`src/rtl/sram_burst_reader.sv`:
```
// sram_burst_reader
// Read engine for a single-port synchronous SRAM with a 1-cycle read latency.
// It accepts a burst command (base address and length), issues sequential
// SRAM reads, and returns the words as a valid/ready stream. The final beat
// of the burst carries a last flag. The engine never writes to the SRAM.
//
// Ports:
//   clk, reset_n          clock (rising edge), asynchronous active-low reset
//   start, base_addr,     burst request; sampled only while busy=0
//   burst_len
//   busy, done            burst in progress / one-cycle completion pulse
//   sram_en, sram_we,     SRAM read strobe and address; we and wdata are
//   sram_addr,            tied to 0
//   sram_wdata
//   sram_rdata            registered SRAM read data
//   m_valid, m_ready,     output stream (head of the internal FIFO)
//   m_data, m_last
module sram_burst_reader #(
    parameter int DATA_WIDTH = 8,
    parameter int ADDR_WIDTH = 16,
    parameter int LEN_WIDTH  = 16,
    parameter int FIFO_DEPTH = 4
) (
    input  logic                  clk,
    input  logic                  reset_n,
    input  logic                  start,
    input  logic [ADDR_WIDTH-1:0] base_addr,
    input  logic [LEN_WIDTH-1:0]  burst_len,
    output logic                  busy,
    output logic                  done,
    output logic                  sram_en,
    output logic                  sram_we,
    output logic [ADDR_WIDTH-1:0] sram_addr,
    output logic [DATA_WIDTH-1:0] sram_wdata,
    input  logic [DATA_WIDTH-1:0] sram_rdata,
    output logic                  m_valid,
    input  logic                  m_ready,
    output logic [DATA_WIDTH-1:0] m_data,
    output logic                  m_last
);

    localparam int PTR_W = (FIFO_DEPTH > 1) ? $clog2(FIFO_DEPTH) : 1;
    localparam int CNT_W = PTR_W + 1;

    typedef enum logic [1:0] {
        IDLE  = 2'd0,
        ISSUE = 2'd1,
        DRAIN = 2'd2
    } state_t;

    state_t                state, state_next;
    logic [ADDR_WIDTH-1:0] addr_ptr, addr_ptr_next, sram_addr_next;
    logic [LEN_WIDTH-1:0]  issue_cnt, issue_cnt_next, beat_cnt;
    logic                  sram_en_next, done_next;
    logic                  rd_tag;

    logic [DATA_WIDTH:0]   fifo_mem [FIFO_DEPTH];
    logic [PTR_W-1:0]      wr_ptr, rd_ptr;
    logic [CNT_W-1:0]      fifo_cnt;
    logic                  push, pop;
    logic [CNT_W:0]        inflight;
    logic                  credit_ok;

    assign sram_we    = 1'b0;
    assign sram_wdata = '0;
    assign busy       = (state != IDLE);

    assign m_valid          = (fifo_cnt != '0);
    assign {m_last, m_data} = fifo_mem[rd_ptr];
    assign pop              = m_valid & m_ready;
    assign push             = rd_tag;

    // Every word that will end up in the FIFO is counted: the read presented
    // this cycle (sram_en), the word returning this cycle (rd_tag), and the
    // stored entries. A pop in the same cycle is deliberately not counted as
    // free space, which keeps the issue decision off the m_ready path.
    assign inflight  = {1'b0, fifo_cnt} + (CNT_W+1)'(sram_en) + (CNT_W+1)'(rd_tag);
    assign credit_ok = (inflight < (CNT_W+1)'(FIFO_DEPTH));

    // Next-state and registered-output decode. The first read is issued
    // directly from IDLE, so sram_en is high in the cycle after start is
    // accepted.
    always_comb begin
        state_next     = state;
        sram_en_next   = 1'b0;
        sram_addr_next = sram_addr;
        addr_ptr_next  = addr_ptr;
        issue_cnt_next = issue_cnt;
        done_next      = 1'b0;
        case (state)
            IDLE: begin
                if (start) begin
                    if (burst_len == '0) begin
                        done_next = 1'b1;
                    end else begin
                        sram_en_next   = 1'b1;
                        sram_addr_next = base_addr;
                        addr_ptr_next  = base_addr + 1'b1;
                        issue_cnt_next = burst_len - 1'b1;
                        state_next     = (burst_len == LEN_WIDTH'(1)) ? DRAIN : ISSUE;
                    end
                end
            end
            ISSUE: begin
                if (credit_ok) begin
                    sram_en_next   = 1'b1;
                    sram_addr_next = addr_ptr;
                    addr_ptr_next  = addr_ptr + 1'b1;
                    issue_cnt_next = issue_cnt - 1'b1;
                    if (issue_cnt == LEN_WIDTH'(1)) begin
                        state_next = DRAIN;
                    end
                end
            end
            DRAIN: begin
                if (pop && m_last) begin
                    done_next  = 1'b1;
                    state_next = IDLE;
                end
            end
            default: state_next = IDLE;
        endcase
    end

    // Control registers. rd_tag delays sram_en by one cycle, so it marks the
    // cycle in which sram_rdata holds the word requested by a real issue.
    always_ff @(posedge clk or negedge reset_n) begin
        if (!reset_n) begin
            state     <= IDLE;
            sram_en   <= 1'b0;
            sram_addr <= '0;
            addr_ptr  <= '0;
            issue_cnt <= '0;
            done      <= 1'b0;
            rd_tag    <= 1'b0;
        end else begin
            state     <= state_next;
            sram_en   <= sram_en_next;
            sram_addr <= sram_addr_next;
            addr_ptr  <= addr_ptr_next;
            issue_cnt <= issue_cnt_next;
            done      <= done_next;
            rd_tag    <= sram_en;
        end
    end

    // Output FIFO. Each entry stores the data and its last flag. beat_cnt
    // counts the words still to be captured, so the entry written while
    // beat_cnt==1 is the final beat.
    always_ff @(posedge clk or negedge reset_n) begin
        if (!reset_n) begin
            for (int i = 0; i < FIFO_DEPTH; i++) begin
                fifo_mem[i] <= '0;
            end
            wr_ptr   <= '0;
            rd_ptr   <= '0;
            fifo_cnt <= '0;
            beat_cnt <= '0;
        end else begin
            if (state == IDLE && start && burst_len != '0) begin
                beat_cnt <= burst_len;
            end else if (push) begin
                beat_cnt <= beat_cnt - 1'b1;
            end
            if (push) begin
                fifo_mem[wr_ptr] <= {(beat_cnt == LEN_WIDTH'(1)), sram_rdata};
                wr_ptr           <= wr_ptr + 1'b1;
            end
            if (pop) begin
                rd_ptr <= rd_ptr + 1'b1;
            end
            case ({push, pop})
                2'b10:   fifo_cnt <= fifo_cnt + 1'b1;
                2'b01:   fifo_cnt <= fifo_cnt - 1'b1;
                default: fifo_cnt <= fifo_cnt;
            endcase
        end
    end

endmodule

```
`config.mk`:
```
export PLATFORM = sky130hd
export DESIGN_NAME = sram_burst_reader
export DESIGN_NICKNAME = d
export VERILOG_FILES = /design/src/rtl/sram_burst_reader.sv
export SDC_FILE = /design/constraint.sdc
export NUM_CORES = 1
export LEC_CHECK = 0
export ABC_AREA = 1
export BUFFER_PORTS_ARGS = -buffer_cell sky130_fd_sc_hd__buf_2
export CAP_MARGIN = 20
export CORE_UTILIZATION = 63
export DETAILED_ROUTE_END_ITERATION = 12
export GPL_TIMING_DRIVEN = 0
export HOLD_SLACK_MARGIN = 0.03
export PLACE_DENSITY_LB_ADDON = 0.08
export SETUP_SLACK_MARGIN = 0.15
export SYNTH_ARGS = -nofsm -noshare
export SYNTH_HDL_FRONTEND = slang
export SYNTH_SLANG_ARGS = --single-unit
```
`constraint.sdc`:
```
create_clock -name clk -period 2.8 [get_ports clk]
set_input_delay 0.28 -clock clk [delete_from_list [all_inputs] [get_ports clk]]
set_output_delay 0.28 -clock clk [all_outputs]
set_load 0.02 [all_outputs]
```
## After elaboration in Yosys (flattened, before gate mapping)

Cells that the tools add are included.

- Muxes and demuxes: 36
- Eq/ne operators: 12
- Add/sub/neg operators: 11
- $lt $le $gt $ge: 4
- Bitwise operators: 3
- Reductions and logical operators: 14

Operators with widths:

| operator | count |
|---|---|
| 2-to-1 mux 16 bit | 11 |
| one-hot mux 16 bit (2 select lines) | 3 |
| equality test 16 x 1 -> 1 bit, second input constant | 3 |
| subtractor 16 x 1 -> 16 bit, second input constant | 3 |
| bitwise mux 36 bit | 1 |
| adder 16 x 1 -> 16 bit, second input constant | 2 |
| 2-to-1 mux 9 bit | 3 |
| binary-select mux 9 bit (select 2 bit) | 1 |
| demux 9 bit (select 2 bit) | 1 |
| zero test 16 bit | 1 |
| nonzero test 16 bit | 1 |
| 2-to-1 mux 2 bit | 6 |
| != test 2 bit, second input constant | 5 |
| nonzero test 2 bit | 4 |
| >= comparator 3 bit, second input constant | 2 |
| 2-to-1 mux 1 bit | 6 |
| NOT 2 -> 3 bit | 2 |
| one-hot mux 2 bit (3 select lines) | 1 |
| one-hot mux 3 bit (2 select lines) | 1 |
| AND reduction 5 bit | 1 |
| adder 2 x 1 -> 2 bit, second input constant | 2 |
| adder 3 x 1 -> 4 bit | 1 |
| adder 4 x 1 -> 4 bit | 1 |
| equality test 2 x 1 -> 1 bit, second input constant | 2 |
| 11 further kinds | 16 |

- Bits of input ports: 44
- Output and inout bits: 38
- Logic and storage cells: 95
- Register bits after elaboration: 112

## Longest topological paths before layout

Gate-level depths: netlist of run 1.

- Depth after elaboration: 7
- Depth in mapped cells: 13
- Gate-level depth less buffers: 12

## Worst setup path after synthesis of run 1

OpenSTA, ideal clock, no wires.

- Kind: register -> register
- Start point: reg fifo_cnt[0]
- End point: reg fifo_cnt[2]
- Path buffers: 1
- Arrival: 1.903 ns
- Library setup time: 0.131 ns
- Data required time: 2.669 ns
- Cell stages (with the launch flop): 11
- Setup slack: 0.766 ns
- Clock period less this slack: 2.034 ns
- Cells stage by stage: dfrtp_1 inv_1 nand3_1 and2_1 clkbuf_1 ha_1 inv_1 fa_1 a21oi_1 o21ai_0 xor2_1

- Cells in the longest elaborated chain, start to end: 4
- Elaborated cells between the ends (all ways): 8
- Those cells by class: add/sub (2); eq/ne (2); mux (1); bitwise (1); reduce/logical (2)

Ends and longest elaborated chain:

| item | line | text |
|---|---|---|
| start, declared | 59 | `logic [CNT_W-1:0] fifo_cnt;` |
| start signal, assigned | 173 | `2'b10: fifo_cnt <= fifo_cnt + 1'b1;` |
| start signal, assigned | 174 | `2'b01: fifo_cnt <= fifo_cnt - 1'b1;` |
| start signal, assigned | 175 | `default: fifo_cnt <= fifo_cnt;` |
| nonzero test 3 bit (*) | 68 | `assign m_valid = (fifo_cnt != '0);` |
| named net m_valid | 36 | `output logic m_valid,` |
| bitwise AND 1 bit (*) | 70 | `assign pop = m_valid & m_ready;` |
| named net pop | 60 | `logic push, pop;` |
| equality test 2 x 1 -> 1 bit / equality test 2 bit (equally long branches) | 172 | `case ({push, pop})` |
| one-hot mux 3 bit (2 select lines) / nonzero test 2 bit (equally long branches) | n/a |  |

Mark *: on every way through the listed nets, which the timed path passes. The rest lies on a longest branch.
A chain may end at the register's enable or synchronous reset.

## Final worst setup path of run 1

- Start point: reg rd_ptr[0]
- End point: out m_data[7]

- Cells in the longest elaborated chain, start to end: 4

Ends and longest elaborated chain:

| item | line | text |
|---|---|---|
| start, declared | 58 | `logic [PTR_W-1:0] wr_ptr, rd_ptr;` |
| start signal, assigned | 170 | `rd_ptr <= rd_ptr + 1'b1;` |
| NOT 2 -> 3 bit (implied by the code) | 69 | `assign {m_last, m_data} = fifo_mem[rd_ptr];` |
| binary-select mux 9 bit (select 2 bit) | 69 |  |
| 2-to-1 mux 9 bit (implied by the code) (2 in a row) | 69 |  |
| end, declared | 38 | `output logic [DATA_WIDTH-1:0] m_data,` |

No other way between the ends. The select of a mux whose other input is x is not followed.

==> run summary, run 1 <==
The worst path required time is 2.52 ns. The via count of the first global-routing pass came out at 6,015. Of the synthesized area, sequential elements account for 0.420. The multi-input gate area in the final layout is 3380 um2. The power per cell area came out at 1170 nW/um2. The maximum number of pins on one net before global-route repair came out at 74. The capture point of the worst reg-to-reg path is sram_addr[7]. The post-synthesis sequential element count came out at 112. The area after detailed placement is 7270 um2.

The core utilization of the finished layout came out at 0.728. The antenna diode count came out at 0. The final wirelength is 16.9 mm. In the final layout, the share of cells above drive strength 1 is 0.161.

The DRC violations left came out at 0. The routed layout has 6,309 vias. The total count of hold-check failures in the final report is 0.

The sum of negative setup slack is 0 ns. The clock net sink count came out at 112. The arrival time at the worst endpoint is 2.18 ns.

The final clock period utilization by the worst path is 0.880. The initial antenna violation count came out at 0. The worst setup slack for register-to-register paths is 0.64 ns.

The minimum period implied by the final worst setup slack came out at 2.46 ns. The worst-case clock skew came out at 0.0104 ns. The initial cell density of the core is 0.650. The total of max-cap violations came out at 0.

Setup repair after global routing left no endpoint under its margin. The transition time at the pin with the least slew margin came out at 0.599 ns. The clock tree from TritonCTS is done. In this run the core area contains 37 standard-cell rows.

The biggest cell delay along the critical path came out at 0.48 ns. The global-route wire length before repair came out at 28.5 mm. Counting instances, the worst hold path has a depth of 3. The number of gates resized after CTS was 0.

CTS placed an instance of clkbuf_8 at the clock tree root. The design draws 8.76 mW. The clock latency on the worst-skew pair came out at 0.39 ns. Measured along the y axis, the die boundary spans 105 um.

For this design the top-level I/O count stands at 82. The number of filler cells placed in the layout is 894. The final estimated routing congestion in global placement came out at 0.935. The buffer levels on the longest clock path is 2. The commonest register cell after synthesis is dfrtp_1. Of all flip-flops after synthesis, the portion carrying an async set or reset was 1.00. The flow ran to the end, and the final reports show no timing, DRC or antenna violations. For this design, the slowest cell found on the critical path is clkbuf_1. With fillers left out, the area of the finished cells amounts to 7480 um2. During synthesis, Yosys emitted a total of 0 warnings. The static power due to leakage is 3.72 nW. The worst-case vdd ir drop is 0.000715 V. The overall die width came out at 105 um.

The half-perimeter wire length after detailed placement came out at 12.0 mm. The hold path startpoint is burst_len[4]. The critical path is of the register to primary output type.

Setup violations remaining at the end of the flow were counted as 0. The post-layout worst setup margin is 0.337 ns. The worst setup path is captured at a primary output. After synthesis, the cell types taking the most area are dfrtp_1 42%, nand2_1 14%, o21ai_0 7.9%. The clock tree synthesis step divided the H-tree into 3 levels. The average via count per standard cell came out at 5.59. The count of nets after finishing is 1,047.

The number of nets with antenna violations after detailed routing is 0. The full die area is 11,000 um2. Clock-pin slew was measured on the worst setup and hold paths at 0.10 ns. The worst register-to-register path begins at fifo_cnt[0]. The largest driver fanout on the critical path is 10.

The number of detailed-routing iterations run before antenna repair is 5. The proportion of netlist area held by the largest area contributor is 0.420. The number of pins exceeding their max-slew limit in the final report came to 0.

In the post-synthesis netlist, the cell with the most instances is nand2_1. The leading area contributor after synthesis is dfrtp_1. The worst slew margin relative to its limit came out at 0.597. The post-synthesis instance total is 895. The worst setup timing slack at the placement stage came out at 0.728 ns. The layout overhead on the synthesized area is 12.1%. The worst setup path is launched from a register.

The overall overflow remaining after global route came out at 0. For this run, the top clock speed supported by timing is 406 MHz. The mean instance size in the synthesized netlist is 7.46 um2. The number of distinct library cell variants in the gate-level netlist after synthesis came out at 41. The path with the worst hold slack has its endpoint at beat_cnt[4]. The detailed router finished its first iteration with 497 violations.

The wire length per cell is 15.0 um. In this run the standard cell core region covers 10,300 um2. The number of synthesized flops with an enable pin is 0. Counting stages on the worst path, the most repeated cell is clkbuf_1.

The number of buffers added on ports came out at 72. Counting cells, the worst reg-to-reg path comes to 9. The number of buffers added by the clock tree synthesis step came out at 9. The worst hold path belongs to the class input pin to register. Across the whole layout, storage elements account for 2800 um2. By count the netlist is led by 247 x nand2_1, 112 x dfrtp_1, 105 x nor2_1, 105 x o21ai_0, 68 x inv_1. Walking the worst path, the cells encountered are clkbuf_1 > clkbuf_1 > nor2_1 > o22ai_1 > buf_2. The overall fraction of global-route tracks in use is 0.329. The post-synthesis instance area is 6680 um2.
-- metal layers --
layer / up-vias / track usage / routed length [um] / part of all wire
met1: 2971 / 0.429 / 7170 / 0.42
li1: 3086 / - / - / -
met2: 227 / 0.553 / 8200 / 0.48
met3: 25 / 0.0686 / 1260 / 0.074
met4: 0 / 0.0966 / 296 / 0.017
met5: - / 0 / 0 / 0
-- power breakdown --
group          total [mW]  switching, mW  internal, mW  leakage, nW
Sequential           2.94          0.537          2.41         1.37
Combinational        4.79           3.19          1.60         2.24
Clock                1.03          0.560         0.465        0.103
Total                8.76           4.29          4.47         3.72
-- worst max-delay path: cells and delay by family (launching register included) --
kind	cells	cell delay, ns
buffers and inverters	3	1.09
DFF	1	0.38
AOI/OAI and AO/OA	1	0.20
and+or+nand+nor	1	0.11
-- worst max-delay path by stage --
stage | from | slack (ns) | end | depth (start not counted)
final | rd_ptr[0] | 0.34 | m_data[7] | 5
after global routing | rd_ptr[0] | 0.24 | m_data[7] | 5
after CTS | rd_ptr[0] | 0.38 | m_data[7] | 5
after detailed placement | fifo_cnt[0] | 0.73 | fifo_cnt[2] | 10
after global placement | reset_n | 0.11 | sram_addr[8] | 1
after floorplan | fifo_cnt[0] | 0.77 | fifo_cnt[2] | 10
-- logic make-up (layout without fill, tap and decap cells) --
kind of cell / count (synthesis) / after routing / synth area share
AO/OA/AOI/OAI: 153 / 153 / 0.126
XOR/XNOR: 19 / 19 / 0.0249
adder cells (fa/ha/maj): 15 / 15 / 0.0292
buffers and inverters: 111 / 201 / 0.0776
flip-flops: 112 / 112 / 0.420
other: 1 / 9 / 0.000562
AND/OR/NAND/NOR: 484 / 484 / 0.322
-- registers in the layout (all words and copies together), names as in the netlist, 3 cells and up --
signal	flops
fifo_mem	36
beat_cnt	16
addr_ptr	16
fifo_cnt	3
sram_addr	16
issue_cnt	16
-- layout by cell type (no fill, tap or decap), drive strengths merged, types with 11 or more instances in the layout --
| cell | instances |
|---|---|
| o21ai | 109 |
| nand2 | 271 |
| dfrtp | 112 |
| inv | 72 |
| clkbuf | 23 |
| a21oi | 11 |
| nand3 | 62 |
| ha | 14 |
| buf | 101 |
| nor3 | 11 |
| nor2 | 114 |
| o22ai | 12 |
| nand4 | 13 |
| xor2 | 17 |
-- through the flow --
step           hold WS, ns  std cells
2_1_floorplan      -0.0156        903
3_3_place_gp         0.423       1111
3_5_place_dp         0.306       1112
4_1_cts              0.143       1129
5_1_grt              0.166       1129
6_report             0.160       1129
-- timing repair --
item	CTS	global route
endpoints found under the hold margin	39	0
hold buffers	1	0
setup buffers	0	0
-- layout make-up --
class / instances / area share
multi-input cells: 680 / 0.452
flip-flops and latches: 112 / 0.375
repair buffers: 74 / 0.0535
inverters: 72 / 0.0361
plain buffers: 39 / 0.0331
well taps: 136 / 0.0227
clock buffers: 12 / 0.0207
clock inverters: 4 / 0.00686
(Power assumes the default switching activity.)
==> inputs of run 2 (changes only) <==
- GPL_TIMING_DRIVEN: 0 -> 1
==> run 2 against run 1 <==
  * Core utilization down 1.9 points
  * Cell count is 2.6% lower
  * Clock power about the same
  * Final area is 2.6% lower
  * Register-to-register slack lost 0.02 ns
  * Sequential cell count is the same
  * Die area unchanged
  * Non-clock buffer count fell by 29
  * Routed wire length decreased by 5.2%
  * Worst hold slack got worse by 0.0031 ns
  * Via count down 2.1%
  * Critical path type is now register to register
==> run summary, run 2 (synthesis results as in run 1) <==
The full die area was 11,000 um2 (unchanged). Highest-count cells in the layout ignoring fill and taps: 247 x nand2_1, 112 x dfrtp_1, 105 x nor2_1, 105 x o21ai_0, 71 x buf_2 (was 247 x nand2_1, 112 x dfrtp_1, 105 x nor2_1, 105 x o21ai_0, 82 x buf_2). The fraction of layout cells with a size suffix above 1 came out at 0.147 (was 0.161). The count of nets after finishing is 1,018 (was 1,047).

The minimum period implied by the final worst setup slack came to 2.18 ns (was 2.46 ns). The sort of element at the end of the critical path is a register (was primary output). Cells along the critical path: ha_1 > nand2_1 > nand2_1 > o21ai_0 > nand2_1 > nand2_1 > nand2_2 > buf_4 > nor2_1 > nand2_1 > nand3_1 (was clkbuf_1 > clkbuf_1 > nor2_1 > o22ai_1 > buf_2).

The area after detailed placement is 7070 um2 (was 7270 um2). The number of H-tree branching levels is 3 (unchanged). The total of max-cap violations came out at 0 (unchanged). The count of hold-fix buffers inserted at cts is 1 (unchanged). The layout overhead on the synthesized area is 9.20% (was 12.1%). The clock latency on the worst-skew pair came out at 0.39 ns (about the same). The worst setup timing slack at the placement stage is 0.664 ns (was 0.728 ns).

The met3 wirelength from detailed routing is 1.13 mm (was 1.26 mm). The clock net sink count was 112 (unchanged). The register with the most flip-flops was fifo_mem (unchanged).

The global-route wire length before repair came out at 27.0 mm (was 28.5 mm). The total buffers and inverters traversed by the critical path came out at 1 (was 3). The cell type group with the largest total delay on the critical path is simple AND/OR/NAND/NOR gates (was buffers and inverters). RSZ-0062 raised after global routing: false (unchanged).

The final wirelength came out at 16.1 mm (was 16.9 mm). The worst slew margin relative to its limit came out at 0.553 (was 0.597). The initial antenna violation count came out at 0 (unchanged). The via count is 6,178 (was 6,309). The overall overflow remaining after global route is 0 (unchanged).

The flip-flop count of the largest register, all copies and words added came out at 36 (unchanged). The most repeated library cell on the critical path is nand2_1 (was clkbuf_1). The leading cell type in the layout, fill and taps excluded is nand2_1 (unchanged).

The final estimated routing congestion in global placement is 0.902 (was 0.935). The final-report setup violation count was 0 (unchanged). The number of nets with antenna violations after detailed routing came to 0 (unchanged). The sum of internal, switching and leakage power was 8.43 mW (was 8.76 mW). The maximum number of pins on one net before global-route repair came to 54 (was 74). The static power due to leakage came out at 3.60 nW (was 3.72 nW). The final clock period utilization by the worst path came out at 0.779 (was 0.880). The total count of hold-check failures in the final report is 0 (unchanged). The critical-path cell with the highest stage delay was dfrtp_1 (was clkbuf_1). The post-CTS resize count was 0 (unchanged). The buffer levels on the longest clock path came out at 2 (unchanged). The transition time at the pin with the least slew margin came out at 0.671 ns (was 0.599 ns). The routed length on met2 came to 7.72 mm (was 8.20 mm). The average via count per standard cell was 5.62 (was 5.59). The root buffer cell is clkbuf_8 (unchanged).

The core utilization of the finished layout came out at 0.709 (was 0.728). The total non-filler cell area in the finished layout is 7290 um2 (was 7480 um2). The number of buffers added by the clock tree synthesis step was 9 (unchanged).

The category of the critical setup timing path is register to register (was register to primary output). The number of pins exceeding their max-slew limit in the final report is 0 (unchanged). The worst-case clock skew is 0.0132 ns (was 0.0104 ns). The via count of the first global-routing pass is 5,924 (was 6,015). The number of detailed-routing iterations run before antenna repair came out at 8 (was 5). The number of buffers added on ports is 72 (unchanged).

The core area came out at 10,300 um2 (unchanged). The clock tree from TritonCTS is done (unchanged). Status: finished clean (unchanged). The overall fraction of global-route tracks in use came to 0.308 (was 0.329). The achievable clock frequency is 458 MHz (was 406 MHz). The power per cell area is 1160 nW/um2 (was 1170 nW/um2). The number of cell rows is 37 (unchanged). The path class of the lowest-slack min-delay path is input pin to register (unchanged). The met1 wire length came out at 6.93 mm (was 7.17 mm). The number of DRC violations after detailed-routing iteration 0 came to 475 (was 497).

The overall die width was 105 um (unchanged). The number of top-level pins came out at 82 (unchanged). The antenna diode count came out at 0 (unchanged). The count of buffers added by post-CTS timing repair for setup came out at 0 (unchanged).

The arrival time at the worst endpoint was 2.46 ns (was 2.18 ns). The sum of negative setup slack is 0 ns (unchanged). The wire length per cell came to 14.6 um (was 15.0 um). The biggest cell delay along the critical path is 0.42 ns (was 0.48 ns). The DRC violations left is 0 (unchanged). The largest driver fanout on the critical path is 39 (was 10). The initial cell density of the core is 0.650 (unchanged). The half-perimeter wire length after detailed placement came out at 11.7 mm (was 12.0 mm).

The post-layout worst setup margin was 0.618 ns (was 0.337 ns). The highest routing layer actually used is met4 (unchanged). The kind of start point of the critical path was a register (unchanged). The worst-case vdd ir drop came out at 0.000740 V (was 0.000715 V).

The height of the chip is 105 um (unchanged). The clock transition at the registers of the reported paths is 0.10 ns (about the same). The worst path required time is 3.08 ns (was 2.52 ns).
==> run 2: changes by cell type in the layout (fill, tap and decap cells not counted), moves of 2 or more <==
cell / delta
buf_4: -2
clkbuf_1: -11
buf_2: -11
buf_6: -3
==> run 2: worst reg2reg max path, delay by kind of cell (launching register included) <==
kind                     cells  cell delay [ns]
adder cells (fa/ha/maj)      1             0.28
buffers and inverters        1             0.39
AO/OA/AOI/OAI                1             0.12
AND/OR/NAND/NOR              8             0.84
flip-flops                   1             0.42
==> run 2: layer usage <==
metal / vias up / global-route usage
met5: - / 0
met4: 0 / 0.108
met3: 26 / 0.0611
met2: 223 / 0.503
met1: 2904 / 0.411
li1: 3025 / -
==> run 2: worst paths after layout <==
check	start	end	slack, ns	cells past startpoint
min	burst_len[4]	beat_cnt[4]	0.16	3
min in group asynchronous	reset_n	beat_cnt[9]	0.44	2
max in group asynchronous	reset_n	addr_ptr[15]	1.62	3
max reg2reg	fifo_cnt[0]	addr_ptr[10]	0.62	11
max	fifo_cnt[0]	addr_ptr[10]	0.62	11
min reg2reg	sram_en	push	0.46	0
==> run 2: area by class of cell <==
| cell class | instances | area (um2) |
|---|---|---|
| Timing Repair Buffer | 84 | 455 |
| Multi-Input combinational cell | 680 | 3380 |
| Fill cell | 860 | 2990 |
| Clock buffer | 11 | 141 |
| Tap cell | 136 | 170 |
| Clock inverter | 5 | 65.1 |
| Inverter | 72 | 270 |
| Sequential cell | 112 | 2800 |
==> run 2: through the flow <==
stage          hold WS, ns  cells
5_1_grt              0.159   1100
4_1_cts              0.140   1100
6_report             0.157   1100
3_5_place_dp         0.349   1083
2_1_floorplan      -0.0156    903
3_3_place_gp         0.348   1083
==> run 2: where the power goes <==
part,switching (mW),internal (mW)
clock network,0.578,0.447
logic,2.96,1.46
registers,0.582,2.40
==> inputs of run 3 (changes only) <==
- CORE_UTILIZATION: 63 -> 59
- clock period: 2.8 -> 2.25 ns (I/O delays scaled with it)
==> run 3 against run 2 <==
  * First-iteration DRC count grew 8.2%
  * Global-route usage shrank 2.1 points
  * Sequential power grew 26%
  * Register-to-register slack lost 0.33 ns
  * Via count shrank 1.3%
  * Total power grew 31%
  * Critical path depth grew 1
  * Sequential cell count is the same
  * Routed wire length grew 1.9%
  * Clock-buffer cell count shrank 1
  * Fmax grew 11%
  * Critical endpoint is now addr_ptr[14]
  * Largest cell class unchanged
==> run summary, run 3 (synthesis results as in run 1) <==
The total of max-cap violations is 0 (unchanged). The capture point of the worst reg-to-reg path is addr_ptr[14] (was addr_ptr[10]). The overall die width was 108 um (was 105 um). The final-report setup violation count came out at 0 (unchanged).

The multi-input gate area in the final layout came to 3420 um2 (was 3380 um2). The full die area came to 11,700 um2 (was 11,000 um2). The worst setup slack for register-to-register paths is 0.29 ns (was 0.62 ns). The launching point of the worst reg2reg path is state[1] (was fifo_cnt[0]). The transition time at the pin with the least slew margin came out at 0.607 ns (was 0.671 ns).

The worst slew margin relative to its limit came out at 0.595 (was 0.553). The total non-filler cell area in the finished layout was 7470 um2 (was 7290 um2). The number of buffers added on ports was 72 (unchanged). The sort of element at the end of the critical path is a register (unchanged).

The DRC violations left was 0 (unchanged). The largest driver fanout on the critical path is 19 (was 39). The global-route wire length before repair is 26.5 mm (was 27.0 mm). The achievable clock frequency is 511 MHz (was 458 MHz). The minimum period implied by the final worst setup slack is 1.96 ns (was 2.18 ns).

The final estimated routing congestion in global placement is 0.915 (was 0.902). The via count of the first global-routing pass came out at 5,689 (was 5,924). The area after detailed placement came to 7120 um2 (was 7070 um2). The register with the most flip-flops is fifo_mem (unchanged). The sum of negative setup slack is 0 ns (unchanged). The endpoint of the worst setup timing path is addr_ptr[14] (was addr_ptr[10]). The kind of start point of the critical path is a register (unchanged).

The number of filler cells placed in the layout is 959 (was 860). The worst-case clock skew is 0.00832 ns (was 0.0132 ns). The clock tree from TritonCTS is done (unchanged). The worst-case vdd ir drop came out at 0.000786 V (was 0.000740 V). The footprint of the flip-flops and latches came out at 2810 um2 (was 2800 um2).

The buffer levels on the longest clock path is 2 (unchanged). The average via count per standard cell came out at 5.50 (was 5.62). The overall fraction of global-route tracks in use came out at 0.287 (was 0.308). The critical-path cell with the highest stage delay is dfrtp_1 (unchanged). Status: finished clean (unchanged).

The flip-flop count of the largest register, all copies and words added was 36 (unchanged). The wire length per cell is 14.8 um (was 14.6 um). The length in cells of the worst reg-to-reg path is 12 (was 11).

The clock transition at the registers of the reported paths came out at 0.07 ns (was 0.10 ns). The height of the chip is 108 um (was 105 um). The biggest cell delay along the critical path was 0.49 ns (was 0.42 ns). The start point of the critical path was state[1] (was fifo_cnt[0]). The number of detailed-routing iterations run before antenna repair came to 5 (was 8).

The static power due to leakage is 3.68 nW (was 3.60 nW). RSZ-0062 raised after global routing: false (unchanged). The leading cell type in the layout, fill and taps excluded is nand2_1 (unchanged). The clock latency on the worst-skew pair is 0.36 ns (was 0.39 ns). The core area is 10,900 um2 (was 10,300 um2).

The root buffer cell is clkbuf_16 (was clkbuf_8). The fraction of layout cells with a size suffix above 1 was 0.156 (was 0.147). The initial cell density of the core came out at 0.610 (was 0.650). The initial antenna violation count was 1 (was 0). The most repeated library cell on the critical path is nand2_1 (unchanged). Cells along the critical path: inv_4 > nand2_8 > nand2_1 > nand2_2 > ha_1 > nand3_4 > nor2_4 > nand3_1 > nand2_1 > nand2_1 > nand2_1 > nand2_1 (was ha_1 > nand2_1 > nand2_1 > o21ai_0 > nand2_1 > nand2_1 > nand2_2 > buf_4 > nor2_1 > nand2_1 > nand3_1).

The number of nets with antenna violations after detailed routing is 0 (unchanged). The path class of the lowest-slack min-delay path is input pin to register (unchanged). The total count of hold-check failures in the final report was 0 (unchanged). The number of H-tree branching levels came to 3 (unchanged). The number of pins exceeding their max-slew limit in the final report is 0 (unchanged).

The cell type group with the largest total delay on the critical path is simple AND/OR/NAND/NOR gates (unchanged). The category of the critical setup timing path is register to register (unchanged). The number of gates on the worst path with buffers counted is 12 (was 11). The arrival time at the worst endpoint is 2.21 ns (was 2.46 ns). The overall overflow remaining after global route came out at 0 (unchanged). The clock net sink count is 112 (unchanged). The number of top-level pins came out at 82 (unchanged).

The half-perimeter wire length after detailed placement is 11.7 mm (about the same). The maximum number of pins on one net before global-route repair is 54 (unchanged). The number of cell rows is 38 (was 37). The final clock period utilization by the worst path is 0.870 (was 0.779). The final wirelength is 16.4 mm (was 16.1 mm).

The count of nets after finishing came out at 1,022 (was 1,018). The worst path required time came out at 2.50 ns (was 3.08 ns). The number of DRC violations after detailed-routing iteration 0 is 514 (was 475). The power per cell area is 1470 nW/um2 (was 1160 nW/um2). The number of buffers added by the clock tree synthesis step is 9 (unchanged). The total buffers and inverters traversed by the critical path is 1 (unchanged). The layout overhead on the synthesized area is 12.0% (was 9.20%). The via count is 6,096 (was 6,178). The sum of internal, switching and leakage power came to 11.0 mW (was 8.43 mW).

Highest-count cells in the layout ignoring fill and taps: 246 x nand2_1, 110 x dfrtp_1, 105 x nor2_1, 105 x o21ai_0, 71 x buf_2 (was 247 x nand2_1, 112 x dfrtp_1, 105 x nor2_1, 105 x o21ai_0, 71 x buf_2).
run 3: layout make-up:
cell class              instances  area share
diodes                          1    0.000335
clock buffers                  10      0.0320
clock inverters                 6     0.00787
inverters                      72      0.0365
multi-input cells             681       0.457
flip-flops and latches        112       0.375
well taps                     140      0.0234
repair buffers                 87      0.0673
run 3: per-stage QoR:
stage / std cells / setup WS, ns / util / hold WS, ns
floorplan: 903 / 0.216 / - / -0.0706
global placement: 1089 / 0.292 / 0.651 / 0.128
detailed placement: 1089 / 0.225 / 0.651 / 0.136
CTS: 1106 / 0.194 / 0.679 / 0.154
global route: 1109 / 0.154 / 0.683 / 0.172
finish: 1109 / 0.292 / 0.683 / 0.155
run 3: worst min path at each step:
stage / startpoint / end / slack [ns] / cells past startpoint
after floorplan: reset_n / addr_ptr[0] / -0.07 / 0
after global placement: reset_n / fifo_mem[4] / 0.13 / 1
after detailed placement: reset_n / fifo_mem[4] / 0.14 / 1
after CTS: burst_len[4] / beat_cnt[4] / 0.15 / 3
after global routing: base_addr[3] / sram_addr[3] / 0.17 / 3
final: burst_len[4] / beat_cnt[4] / 0.16 / 3
run 3: metal layers:
metal | wire [um] | GRT usage
met3 | 755 | 0.0356
met4 | 238 | 0.0994
met2 | 7940 | 0.483
met5 | 0 | 0
met1 | 7430 | 0.382
run 3: worst reg2reg max path, cell delays in order (launching register included):
cell     delay [ns]
dfrtp_1        0.49
inv_4          0.15
nand2_8        0.19
nand2_1        0.09
nand2_2        0.12
ha_1           0.25
nand3_4        0.12
nor2_4         0.15
nand3_1        0.09
nand2_1        0.07
nand2_1        0.05
nand2_1        0.06
nand2_1        0.05
run 3: where the power goes:
group	switching [mW]	leakage (nW)	internal, mW	total, mW
Clock	0.796	0.149	0.811	1.61
Sequential	0.764	1.37	3.00	3.77
Combinational	3.72	2.16	1.92	5.64
Total	5.28	3.68	5.73	11.0
run 3: repair_timing:
action,4_1_cts,5_1_grt
hold buffers,1,0
hold endpoints to repair,18,0
buffers inserted,0,1
gates resized for setup,0,8
endpoints found under the setup margin,0,13
